`src/rtl/oflow_iou_scheduler.sv`:
```
// oflow_iou_scheduler: walks up to MAX_HIST history bboxes through the shared IOU engine, streams
// each per-pair cost and reports the minimum cost, its index and a threshold match. Optional engine
// watchdog is enabled by defining OFLOW_IOU_SCHED_TIMEOUT_EN.
module oflow_iou_scheduler #(
    parameter int MAX_HIST    = 16,
    parameter int IDX_LEN     = 4,
    parameter int IOU_LEN     = 22,
    parameter int TIMEOUT_CYC = 15
) (
    input  logic               clk,
    input  logic               reset_N,
    input  logic               start,
    input  logic [IDX_LEN:0]   num_history,
    input  logic [IOU_LEN-1:0] cfg_thresh,
    output logic               hist_rd_en,
    output logic [IDX_LEN-1:0] hist_rd_addr,
    output logic               eng_start,
    input  logic               eng_valid_iou,
    input  logic [IOU_LEN-1:0] eng_iou,
    output logic               score_vld,
    output logic [IDX_LEN-1:0] score_idx,
    output logic [IOU_LEN-1:0] score_data,
    output logic               busy,
    output logic               done,
    output logic [IDX_LEN-1:0] best_idx,
    output logic [IOU_LEN-1:0] best_score,
    output logic               match,
    output logic               timeout_err
);

    typedef enum logic [2:0] {
        S_IDLE, S_FETCH, S_LAUNCH, S_WAIT, S_UPDATE, S_DONE
    } state_t;

    localparam logic [IDX_LEN:0] MAX_N = (IDX_LEN+1)'(MAX_HIST);

    state_t               state_q, state_d;
    logic [IDX_LEN-1:0]   idx_q, idx_d, last_q, last_d, bidx_q, bidx_d;
    logic [IOU_LEN-1:0]   cost_q, cost_d, best_q, best_d, thresh_q, thresh_d;
    logic                 busy_q, busy_d, done_q, done_d, match_q, match_d;
    logic                 terr_q, terr_d, to_flag_q, to_flag_d;
    logic [IDX_LEN:0]     n_clamp, n_minus1;
    logic                 start_acc;

`ifdef OFLOW_IOU_SCHED_TIMEOUT_EN
    localparam int WC_W = $clog2(TIMEOUT_CYC + 1);
    logic [WC_W-1:0] wcnt_q, wcnt_d;
`endif

    // busy stays high through the done cycle, so a start coinciding with done is dropped.
    assign start_acc = start && !busy_q;
    assign n_clamp   = (num_history > MAX_N) ? MAX_N : num_history;
    assign n_minus1  = n_clamp - 1'b1;

    always_comb begin
        state_d   = state_q;
        idx_d     = idx_q;
        last_d    = last_q;
        bidx_d    = bidx_q;
        cost_d    = cost_q;
        best_d    = best_q;
        thresh_d  = thresh_q;
        busy_d    = done_q ? 1'b0 : busy_q;
        done_d    = 1'b0;
        match_d   = match_q;
        terr_d    = terr_q;
        to_flag_d = to_flag_q;
`ifdef OFLOW_IOU_SCHED_TIMEOUT_EN
        wcnt_d    = wcnt_q;
`endif
        case (state_q)
            S_IDLE: begin
                if (start_acc) begin
                    busy_d    = 1'b1;
                    thresh_d  = cfg_thresh;
                    best_d    = '1;
                    bidx_d    = '0;
                    idx_d     = '0;
                    match_d   = 1'b0;
                    terr_d    = 1'b0;
                    to_flag_d = 1'b0;
                    last_d    = n_minus1[IDX_LEN-1:0];
                    state_d   = (n_clamp == '0) ? S_DONE : S_FETCH;
                end
            end
            S_FETCH:  state_d = S_LAUNCH;
            S_LAUNCH: begin
`ifdef OFLOW_IOU_SCHED_TIMEOUT_EN
                wcnt_d  = '0;
`endif
                state_d = S_WAIT;
            end
            S_WAIT: begin
                if (eng_valid_iou) begin
                    cost_d  = eng_iou;
                    state_d = S_UPDATE;
                end
`ifdef OFLOW_IOU_SCHED_TIMEOUT_EN
                // Leaving at count T-2 puts the registered done pulse T cycles after WAIT entry.
                else if (wcnt_q == WC_W'(TIMEOUT_CYC - 2)) begin
                    to_flag_d = 1'b1;
                    state_d   = S_DONE;
                end else begin
                    wcnt_d = wcnt_q + 1'b1;
                end
`endif
            end
            S_UPDATE: begin
                if (cost_q < best_q) begin
                    best_d = cost_q;
                    bidx_d = idx_q;
                end
                if (idx_q == last_q) begin
                    state_d = S_DONE;
                end else begin
                    idx_d   = idx_q + 1'b1;
                    state_d = S_FETCH;
                end
            end
            S_DONE: begin
                done_d  = 1'b1;
                match_d = (best_q < thresh_q) && !to_flag_q;
                terr_d  = to_flag_q;
                state_d = S_IDLE;
            end
            default: state_d = S_IDLE;
        endcase
    end

    always_ff @(posedge clk or negedge reset_N) begin
        if (!reset_N) begin
            state_q   <= S_IDLE;
            idx_q     <= '0;
            last_q    <= '0;
            bidx_q    <= '0;
            cost_q    <= '0;
            best_q    <= '1;
            thresh_q  <= '0;
            busy_q    <= 1'b0;
            done_q    <= 1'b0;
            match_q   <= 1'b0;
            terr_q    <= 1'b0;
            to_flag_q <= 1'b0;
`ifdef OFLOW_IOU_SCHED_TIMEOUT_EN
            wcnt_q    <= '0;
`endif
        end else begin
            state_q   <= state_d;
            idx_q     <= idx_d;
            last_q    <= last_d;
            bidx_q    <= bidx_d;
            cost_q    <= cost_d;
            best_q    <= best_d;
            thresh_q  <= thresh_d;
            busy_q    <= busy_d;
            done_q    <= done_d;
            match_q   <= match_d;
            terr_q    <= terr_d;
            to_flag_q <= to_flag_d;
`ifdef OFLOW_IOU_SCHED_TIMEOUT_EN
            wcnt_q    <= wcnt_d;
`endif
        end
    end

    assign hist_rd_en   = (state_q == S_FETCH);
    assign hist_rd_addr = idx_q;
    assign eng_start    = (state_q == S_LAUNCH);
    assign score_vld    = (state_q == S_UPDATE);
    assign score_idx    = idx_q;
    assign score_data   = cost_q;
    assign busy         = busy_q;
    assign done         = done_q;
    assign best_idx     = bidx_q;
    assign best_score   = best_q;
    assign match        = match_q;
    assign timeout_err  = terr_q;

endmodule

```
`config.mk`:
```
export PLATFORM = sky130hd
export DESIGN_NAME = oflow_iou_scheduler
export DESIGN_NICKNAME = d
export VERILOG_FILES = /design/src/rtl/oflow_iou_scheduler.sv
export SDC_FILE = /design/constraint.sdc
export NUM_CORES = 1
export LEC_CHECK = 0
export CAP_MARGIN = 20
export CORE_MARGIN = 5
export CORE_UTILIZATION = 31
export DETAILED_ROUTE_END_ITERATION = 8
export PLACE_DENSITY_LB_ADDON = 0.3
export SYNTH_ARGS = -nofsm -noshare
export SYNTH_HDL_FRONTEND = slang
export SYNTH_SLANG_ARGS = --single-unit
```
`constraint.sdc`:
```
create_clock -name clk -period 4.8 [get_ports clk]
set_input_delay 1.44 -clock clk [delete_from_list [all_inputs] [get_ports clk]]
set_output_delay 1.44 -clock clk [all_outputs]
set_load 0.03 [all_outputs]
```
==> flow_metrics.tcl, run 1 <==
set metrics [dict create \
    rsz0062_at_grt "no" \
    die_h_microns 130.2 \
    die_w_microns 130.2 \
    vias_per_cell 4.765 \
    cts.sinks 84 \
    core-area_sq_mm 0.01437 \
    crit_arrival_ns 2.36 \
    ant_nets 0 \
    cts_tree "built" \
    netlist_top_cells_count "dfrtp_1 (62), inv_1 (46), ha_1 (45)" \
    tns_ns 0 \
    setup_violations 0 \
    initial_core_util_pct 31.16 \
    grt_pass1_vias 3728 \
    layout-drive-gt1-share_pct 12.41 \
    skew_ns 0.006772 \
    nNetsFinal 649 \
    worst_hold_path_type "reg2reg" \
    yosysTopAreaCell "dfrtp_1" \
    slew_viol_final 0 \
    crit_path_end_kind "output port" \
    clk_pin_slew_worst_paths_ns 0.06 \
    ir_worst_vdd_mv 0.3078 \
    numCtsBuffers 9 \
    worst-r2r-setup-slack_ns 1.96 \
    synth-edff-count 0 \
    period_needed_ns 3.802 \
    use_met3_pct 4.585 \
    postSynthNetCount 542 \
    antenna_found_initial 0 \
    outcome "finished, final reports clean" \
    cts_buffer_depth 2 \
    grt_pass1_wl_mm 18.49 \
    finalHoldViolCount 0 \
    synth_area_per_cell_sq_um 10.08 \
    cts.repair.resized 0 \
    crit_start "state_q[0]" \
    port_buffers 114 \
    cts_setup_buffers 0 \
    clk_root_buffer_cell "clkbuf_16" \
    grt_use_total_pct 13.79 \
    vias 3526 \
    use_met2_pct 22.15 \
    worst-path-max-fanout 25 \
    start_kind "flop" \
    n_antenna_cell 0 \
    synth.most_common_cell "dfrtp_1" \
    powerDensity_mw_per_mm2 592.9 \
    fin_crit_sh_pct 79.21 \
    crit_end "score_vld" \
    die-area_sq_mm 0.01694 \
    grtUsageMet1_pct 18.24 \
    worst_slack_ns 0.9979 \
    drt_wl_total_mm 11.31 \
    routedWlPerCell_microns 15.29 \
    r2r-end "best_score[6]" \
    dp_slack_ns 1.204 \
    htree_levels 3 \
    ys_seq_area_share_pct 47.57 \
    syn_area_sq_mm 0.004477 \
    area_delta_synth_final_pct 36.98 \
    drt_iter0_drc 115 \
    fp-row-count 44 \
    ys_seq_elements 84 \
    rr_worst_depth 8 \
    cts_hold_buf 0 \
    worstSetupPathType "reg2out" \
    grt_overflow_total 0 \
    clock_latency_ns 0.34 \
    yosysWarnings 0 \
    drt_pass1_iterations 6 \
    timing.fmax_mhz 263.0 \
    synth_top_area_share_pct 34.66 \
    grt_start_max_net_pins 68 \
    crit_required_ns 3.36 \
    drc 0 \
    p_leak_nw 2.788 \
    gp_congestion 0.7586 \
    synth_cell_types 47 \
    tightest_slew_ns 0.8636 \
    syn_inst 444 \
    drv_cap 0 \
    place_hpwl_mm 8.417 \
    r2r_start "best_score[21]" \
    grt_busiest_layer "met2" \
    synth_ff_type "dfrtp_1" \
    async_reset_ff_share_pct 100.0 \
    synth_area_leaders "dfrtp_1 (35%), dfstp_2 (13%), ha_1 (13%), mux2_2 (5.8%), o21ai_0 (3.9%)" \
    maxSlewHeadroom_pct 42.42 \
    io_pins 116 \
]
layer usage:
metal	part of all wire [%]	wire, microns
met3	5.8	655
met2	47	5266
met4	0.99	112
met5	0	0
met1	47	5280
layout make-up:
class / instances / area [sq um]
Clock buffer: 13 / 260.3
Clock inverter: 3 / 68.82
Fill cell: 1372 / 8237
Inverter: 47 / 176.4
Multi-Input combinational cell: 288 / 2056
Sequential cell: 84 / 2130
Tap cell: 184 / 230.2
Timing Repair Buffer: 121 / 1211
where the power goes:
| group | total (mW) | internal (mW) | leakage [nW] | switching [mW] |
|---|---|---|---|---|
| sequential | 1.25 | 0.995 | 0.988 | 0.253 |
| clock | 0.764 | 0.486 | 0.160 | 0.279 |
| combinational | 1.62 | 0.730 | 1.64 | 0.893 |
logic make-up after synthesis:
group                      Yosys count  synth area share [%]
xor gates and xnor gates             7                 1.370
muxes                               23                 5.785
and+or+nand+nor                    111                 11.99
DFF                                 84                 47.57
buffers and inverters               72                 6.707
adders and majority gates           45                 12.58
AOI/OAI and AO/OA                  101                 13.92
other                                1               0.08377
worst min-delay path by stage:
stage	from	to	slack [ns]	depth (start not counted)
finish	thresh_q[0]	thresh_q[0]	0.48	2
global route	thresh_q[0]	thresh_q[0]	0.49	2
CTS	thresh_q[0]	thresh_q[0]	0.48	2
detailed placement	thresh_q[0]	thresh_q[0]	0.47	2
global placement	thresh_q[0]	thresh_q[0]	0.46	2
floorplan	thresh_q[0]	thresh_q[0]	0.45	2
state kept, by name, summed over array words and instances (netlist names):
name          cells
best_score       22
score_data       22
thresh_q         22
best_idx          4
hist_rd_addr      4
last_q            4
state_q           3
busy              1
done              1
match             1
critical path, cell delays in order, from the launching register on:
cell,delay [ns]
dfrtp_1,0.54
nor2_1,0.15
nand2_1,0.10
buf_4,0.30
clkinv_1,0.27
clkdlybuf4s50_1,0.66
cell usage in the layout, fill, tap and decap left out, types with 3 or more instances in the layout:
cell type and count:
xor2_1 5, inv_1 46, clkdlybuf4s50_1 113, dfstp_2 22, buf_4 7, nand2_1 42
a21o_1 7, mux2_2 23, nor2b_1 5, nand2b_1 5, dfrtp_1 62, nor3_1 26
o21ai_0 35, a211oi_1 4, o21a_1 3, nand3_1 6, a21oi_1 16, a31oi_1 22
nor2_1 10, clkbuf_16 9, nand4_1 6, ha_1 45
stage by stage:
stage / power [mW] / hold slack (ns) / cell area, sq um / cells / util (%)
2_1_floorplan: 2.250 / 0.4467 / 4477 / 444 / -
3_3_place_gp: 2.846 / 0.4649 / 5776 / 723 / 40.20
3_5_place_dp: 2.894 / 0.4668 / 5776 / 723 / 40.20
4_1_cts: 3.686 / 0.4823 / 6105 / 739 / 42.49
5_1_grt: 3.916 / 0.4944 / 6132 / 740 / 42.68
6_report: 3.636 / 0.4809 / 6132 / 740 / 42.68
Power figures use the tool's default switching activity.
==> run 2: changes to the inputs <==
==> constraint.sdc (replaced) <==
create_clock -name clk -period 3.23 [get_ports clk]
set_input_delay 0.969 -clock clk [delete_from_list [all_inputs] [get_ports clk]]
set_output_delay 0.969 -clock clk [all_outputs]
set_load 0.03 [all_outputs]
==> run 2 against run 1 <==
Against the previous run: cell area rose by 0.12%; largest power group unchanged; via count increased by 1.1%; sequential power rose by 47%; power increased by 47%; global-route usage fell by 0.30 points; routed wire length decreased by 2.4%.
==> flow_metrics.tcl, run 2 (synthesized netlist as in run 1, its figures left out) <==
set metrics [dict create \
    nNetsFinal 653 \
    cp_slowest_cell "clkdlybuf4s50_1" \
    worst-path-max-fanout 14 \
    cts_buffer_depth 2 \
    worstSetupPathType "reg2out" \
    ir_worst_vdd_mv 0.4511 \
    drv_cap 0 \
    crit_arrival_ns 2.10 \
    finalHoldViolCount 0 \
    htree_levels 3 \
    core-area_sq_mm 0.01437 \
    outcome "finished, final reports clean" \
    grt_use_total_pct 13.49 \
    path_cells "nor2_1 -> nand2_1 -> clkinv_1 -> clkdlybuf4s50_1" \
    crit_path_end_kind "output port" \
    clock_latency_ns 0.34 \
    vias_per_cell 4.790 \
    cts_tree "built" \
    die_w_microns 130.2 \
    final_common_cell "clkdlybuf4s50_1" \
    rsz0062_at_grt "no" \
    gp_congestion 0.7497 \
    timing.fmax_mhz 325.3 \
    power.switching_mw 2.105 \
    mostFrequentLayoutCells "clkdlybuf4s50_1 (113), dfrtp_1 (62), inv_1 (46), ha_1 (45), nand2_1 (42)" \
    switching_share_pct 39.46 \
    p_comb_share_pct 45.5 \
    die-area_sq_mm 0.01694 \
    tns_ns 0 \
    power_frac_seq_pct 34.4 \
    setup_violations 0 \
    die_h_microns 130.2 \
    period_needed_ns 3.074 \
    pwr-share-clk_pct 20.1 \
    routedWlPerCell_microns 14.85 \
    drt_iter0_drc 131 \
    dp.cells 727 \
    p_leak_nw 2.796 \
    critPathMaxStageDelay_ns 0.70 \
    grt_overflow_total 0 \
    n_antenna_cell 0 \
    area_delta_synth_final_pct 37.14 \
    io_pins 116 \
    cts_hold_buf 0 \
    cts_setup_buffers 0 \
    place_hpwl_mm 8.365 \
    port_buffers 114 \
    stdcell_count 744 \
    initial_core_util_pct 31.16 \
    p_int_mw 3.229 \
    clk_pin_slew_worst_paths_ns 0.06 \
    antenna_found_initial 0 \
    skew_ns 0.008702 \
    fp-row-count 44 \
    drc 0 \
    worst_hold_path_type "reg2reg" \
    slew_viol_final 0 \
    vias 3564 \
    start_kind "flop" \
    numCtsBuffers 9 \
    ant_nets 0 \
    drt_wl_total_mm 11.05 \
    cts.sinks 84 \
    grt_pass1_wl_mm 17.93 \
    fin_crit_sh_pct 95.17 \
    clk_root_buffer_cell "clkbuf_16" \
    grt_start_max_net_pins 78 \
    drt_pass1_iterations 4 \
    layout-drive-gt1-share_pct 13.21 \
    cts.repair.resized 0 \
    grt_pass1_vias 3568 \
    crit_required_ns 2.26 \
    powerDensity_mw_per_mm2 868.7 \
]
==> run 2: path summary, 6_finish.rpt <==
| check | to | from | slack, ns | depth (start not counted) |
|---|---|---|---|---|
| worst max-delay path | score_vld | state_q[0] | 0.16 | 4 |
| worst min-delay path | thresh_q[0] | thresh_q[0] | 0.48 | 2 |
| worst max register to register | best_score[8] | best_score[21] | 0.65 | 8 |
| worst min register to register | thresh_q[0] | thresh_q[0] | 0.48 | 2 |
| max in group asynchronous | best_score[10] | reset_N | 1.99 | 2 |
| min in group asynchronous | last_q[1] | reset_N | 0.59 | 1 |
==> run 2: per-stage QoR <==
step / cell area [sq um] / total power [mW] / hold WS (ns) / utilization, % / worst slack [ns]
4_1_cts: 6120 / 5.420 / 0.4838 / 42.59 / 0.1510
3_3_place_gp: 5806 / 4.244 / 0.4492 / 40.40 / 0.5856
6_report: 6140 / 5.334 / 0.4792 / 42.73 / 0.1561
5_1_grt: 6140 / 5.738 / 0.5432 / 42.73 / 0.01967
2_1_floorplan: 4477 / 3.343 / 0.4467 / - / 0.8361
3_5_place_dp: 5806 / 4.313 / 0.4646 / 40.40 / 0.5284
==> run 2: final cells by class <==
class | count | area [sq um]
Timing Repair Buffer | 125 | 1234
Fill cell | 1347 | 8229
Tap cell | 184 | 230.2
Multi-Input combinational cell | 288 | 2056
Clock inverter | 3 | 43.79
Sequential cell | 84 | 2130
Inverter | 47 | 176.4
Clock buffer | 13 | 270.3
==> run 2: worst max-delay path, delay by kind of cell (launching register included) <==
family | cells | cell delay, ns
buf+inv | 2 | 0.87
flops | 1 | 0.50
simple gates | 2 | 0.40
==> run 2: metal layers <==
metal  track usage, %  vias to the layer above  routed length (microns)
met4            4.279                        0                      163
met3            3.971                       13                      645
met1            17.60                     1681                     5074
li1                 -                     1778                        -
met5                0                        -                        0
met2            21.61                       92                     5164
==> run 2: power groups by stage <==
stage	Sequential [mW]	Combinational, mW	Clock, mW
global route	1.90	2.69	1.15
finish	1.84	2.42	1.07
global placement	1.84	2.40	0
floorplan	2.19	1.16	0
CTS	1.84	2.47	1.11
detailed placement	1.86	2.46	0
==> run 3: changes to the inputs <==
--- a/config.mk
+++ b/config.mk
@@ -9,6 +9,7 @@
 export CORE_MARGIN = 5
 export CORE_UTILIZATION = 31
 export DETAILED_ROUTE_END_ITERATION = 8
+export DONT_BUFFER_PORTS = 1
 export PLACE_DENSITY_LB_ADDON = 0.3
 export SYNTH_ARGS = -nofsm -noshare
 export SYNTH_HDL_FRONTEND = slang
==> run 3 against run 2 <==
Against the previous run: utilization down 8.0 points; clock skew increased by 0.0018 ns; register-to-register slack lost 0.18 ns; global-route usage shrank 0.10 points; highest routed layer unchanged.
==> flow_metrics.tcl, run 3 (synthesized netlist as in run 1, its figures left out) <==
set metrics [dict create \
    worst_hold_path_type "in2async" \
    p_leak_nw 2.333 \
    antenna_found_initial 0 \
    ir_worst_vdd_mv 0.4900 \
    drv_cap 0 \
    tightest_slew_ns 0.7514 \
    n_antenna_cell 0 \
    worst-path-max-fanout 14 \
    worst-r2r-setup-slack_ns 0.47 \
    hold-worst-slack_ns 0.3181 \
    crit_arrival_ns 1.80 \
    finalHoldViolCount 0 \
    powerDensity_mw_per_mm2 959.4 \
    fp-row-count 44 \
    cts.sinks 84 \
    grt_overflow_total 0 \
    multi_input_comb_area_sq_mm 0.002057 \
    crit_path_end_kind "output port" \
    mostFrequentLayoutCells "dfrtp_1 (62), inv_1 (46), ha_1 (45), nand2_1 (42), o21ai_0 (35)" \
    die_h_microns 130.2 \
    vias_per_cell 4.981 \
    drt_iter0_drc 95 \
    setup_violations 0 \
    htree_levels 3 \
    final_common_cell "dfrtp_1" \
    place_hpwl_mm 8.166 \
    cts_hold_buf 0 \
    drt_pass1_iterations 4 \
    die-area_sq_mm 0.01694 \
    drc 0 \
    die_w_microns 130.2 \
    cts_tree "built" \
    grt_start_max_net_pins 85 \
    core-area_sq_mm 0.01437 \
    cts.repair.resized 0 \
    p_total_mw 4.785 \
    fillCellCount 1429 \
    numCtsBuffers 9 \
    timing.fmax_mhz 360.8 \
    gp_congestion 0.7772 \
    area_delta_synth_final_pct 11.40 \
    layout-drive-gt1-share_pct 16.74 \
    drt_wl_total_mm 10.94 \
    grt_use_total_pct 13.39 \
    io_pins 116 \
    period_needed_ns 2.772 \
    grt_pass1_vias 3196 \
    dp.cells 616 \
    clk_root_buffer_cell "clkbuf_16" \
    initial_core_util_pct 31.16 \
    maxSlewHeadroom_pct 49.91 \
    rsz0062_at_grt "no" \
    start_kind "flop" \
    cts_setup_buffers 0 \
    vias 3148 \
    tns_ns 0 \
    fin_crit_sh_pct 85.81 \
    crit_required_ns 2.26 \
    port_buffers 0 \
    worstSetupPathType "reg2out" \
    seq_area_sq_mm 0.002130 \
    nNetsFinal 541 \
    clk_pin_slew_worst_paths_ns 0.06 \
    slew_viol_final 0 \
    routedWlPerCell_microns 17.30 \
    cts_buffer_depth 2 \
    stdcell_count 632 \
    outcome "finished, final reports clean" \
    skew_ns 0.01046 \
    ant_nets 0 \
    clock_latency_ns 0.35 \
    grt_pass1_wl_mm 17.47 \
]
-- run 3: layer usage --
metal / GRT usage (%) / wire (microns) / share of wire (%)
met1: 17.27 / 4819 / 44
met2: 20.85 / 5107 / 47
met3: 4.953 / 858 / 7.8
met4: 4.340 / 150 / 1.4
met5: 0 / 0 / 0
-- run 3: final timing paths --
kind	startpoint	end	depth (start not counted)
setup / recovery	state_q[0]	score_vld	4
hold / removal	reset_N	last_q[1]	0
setup reg to reg	best_score[21]	best_score[6]	8
hold reg to reg	thresh_q[0]	thresh_q[0]	2
max in group asynchronous	reset_N	best_score[10]	0
min in group clk	thresh_q[0]	thresh_q[0]	2
-- run 3: power by group --
part,switching (mW),internal (mW),total [mW]
Clock,0.424,0.620,1.04
Combinational,0.783,0.648,1.43
Sequential,0.838,1.47,2.31
Total,2.04,2.74,4.78
-- run 3: worst max-delay path, stage by stage (launching register included) --
cell      delay, ns
dfrtp_1        0.58
nor2_1         0.15
nand2_1        0.12
buf_4          0.21
clkinv_1       0.39
-- run 3: cell type report --
cell class / count / share of cell area, %
clock buffer: 12 / 4.942
tap: 184 / 4.616
clock inverter: 4 / 1.004
timing repair buffer: 13 / 1.957
multi-input combinational: 288 / 41.24
inverter: 47 / 3.537
sequential: 84 / 42.70
-- run 3: metrics by stage --
step,cell area (sq um),setup WS (ns),utilization (%)
2_1_floorplan,4477,0.8361,-
3_3_place_gp,4691,0.5724,32.65
3_5_place_dp,4691,0.4843,32.65
4_1_cts,4987,0.4086,34.71
5_1_grt,4987,0.2427,34.71
6_report,4987,0.4583,34.71
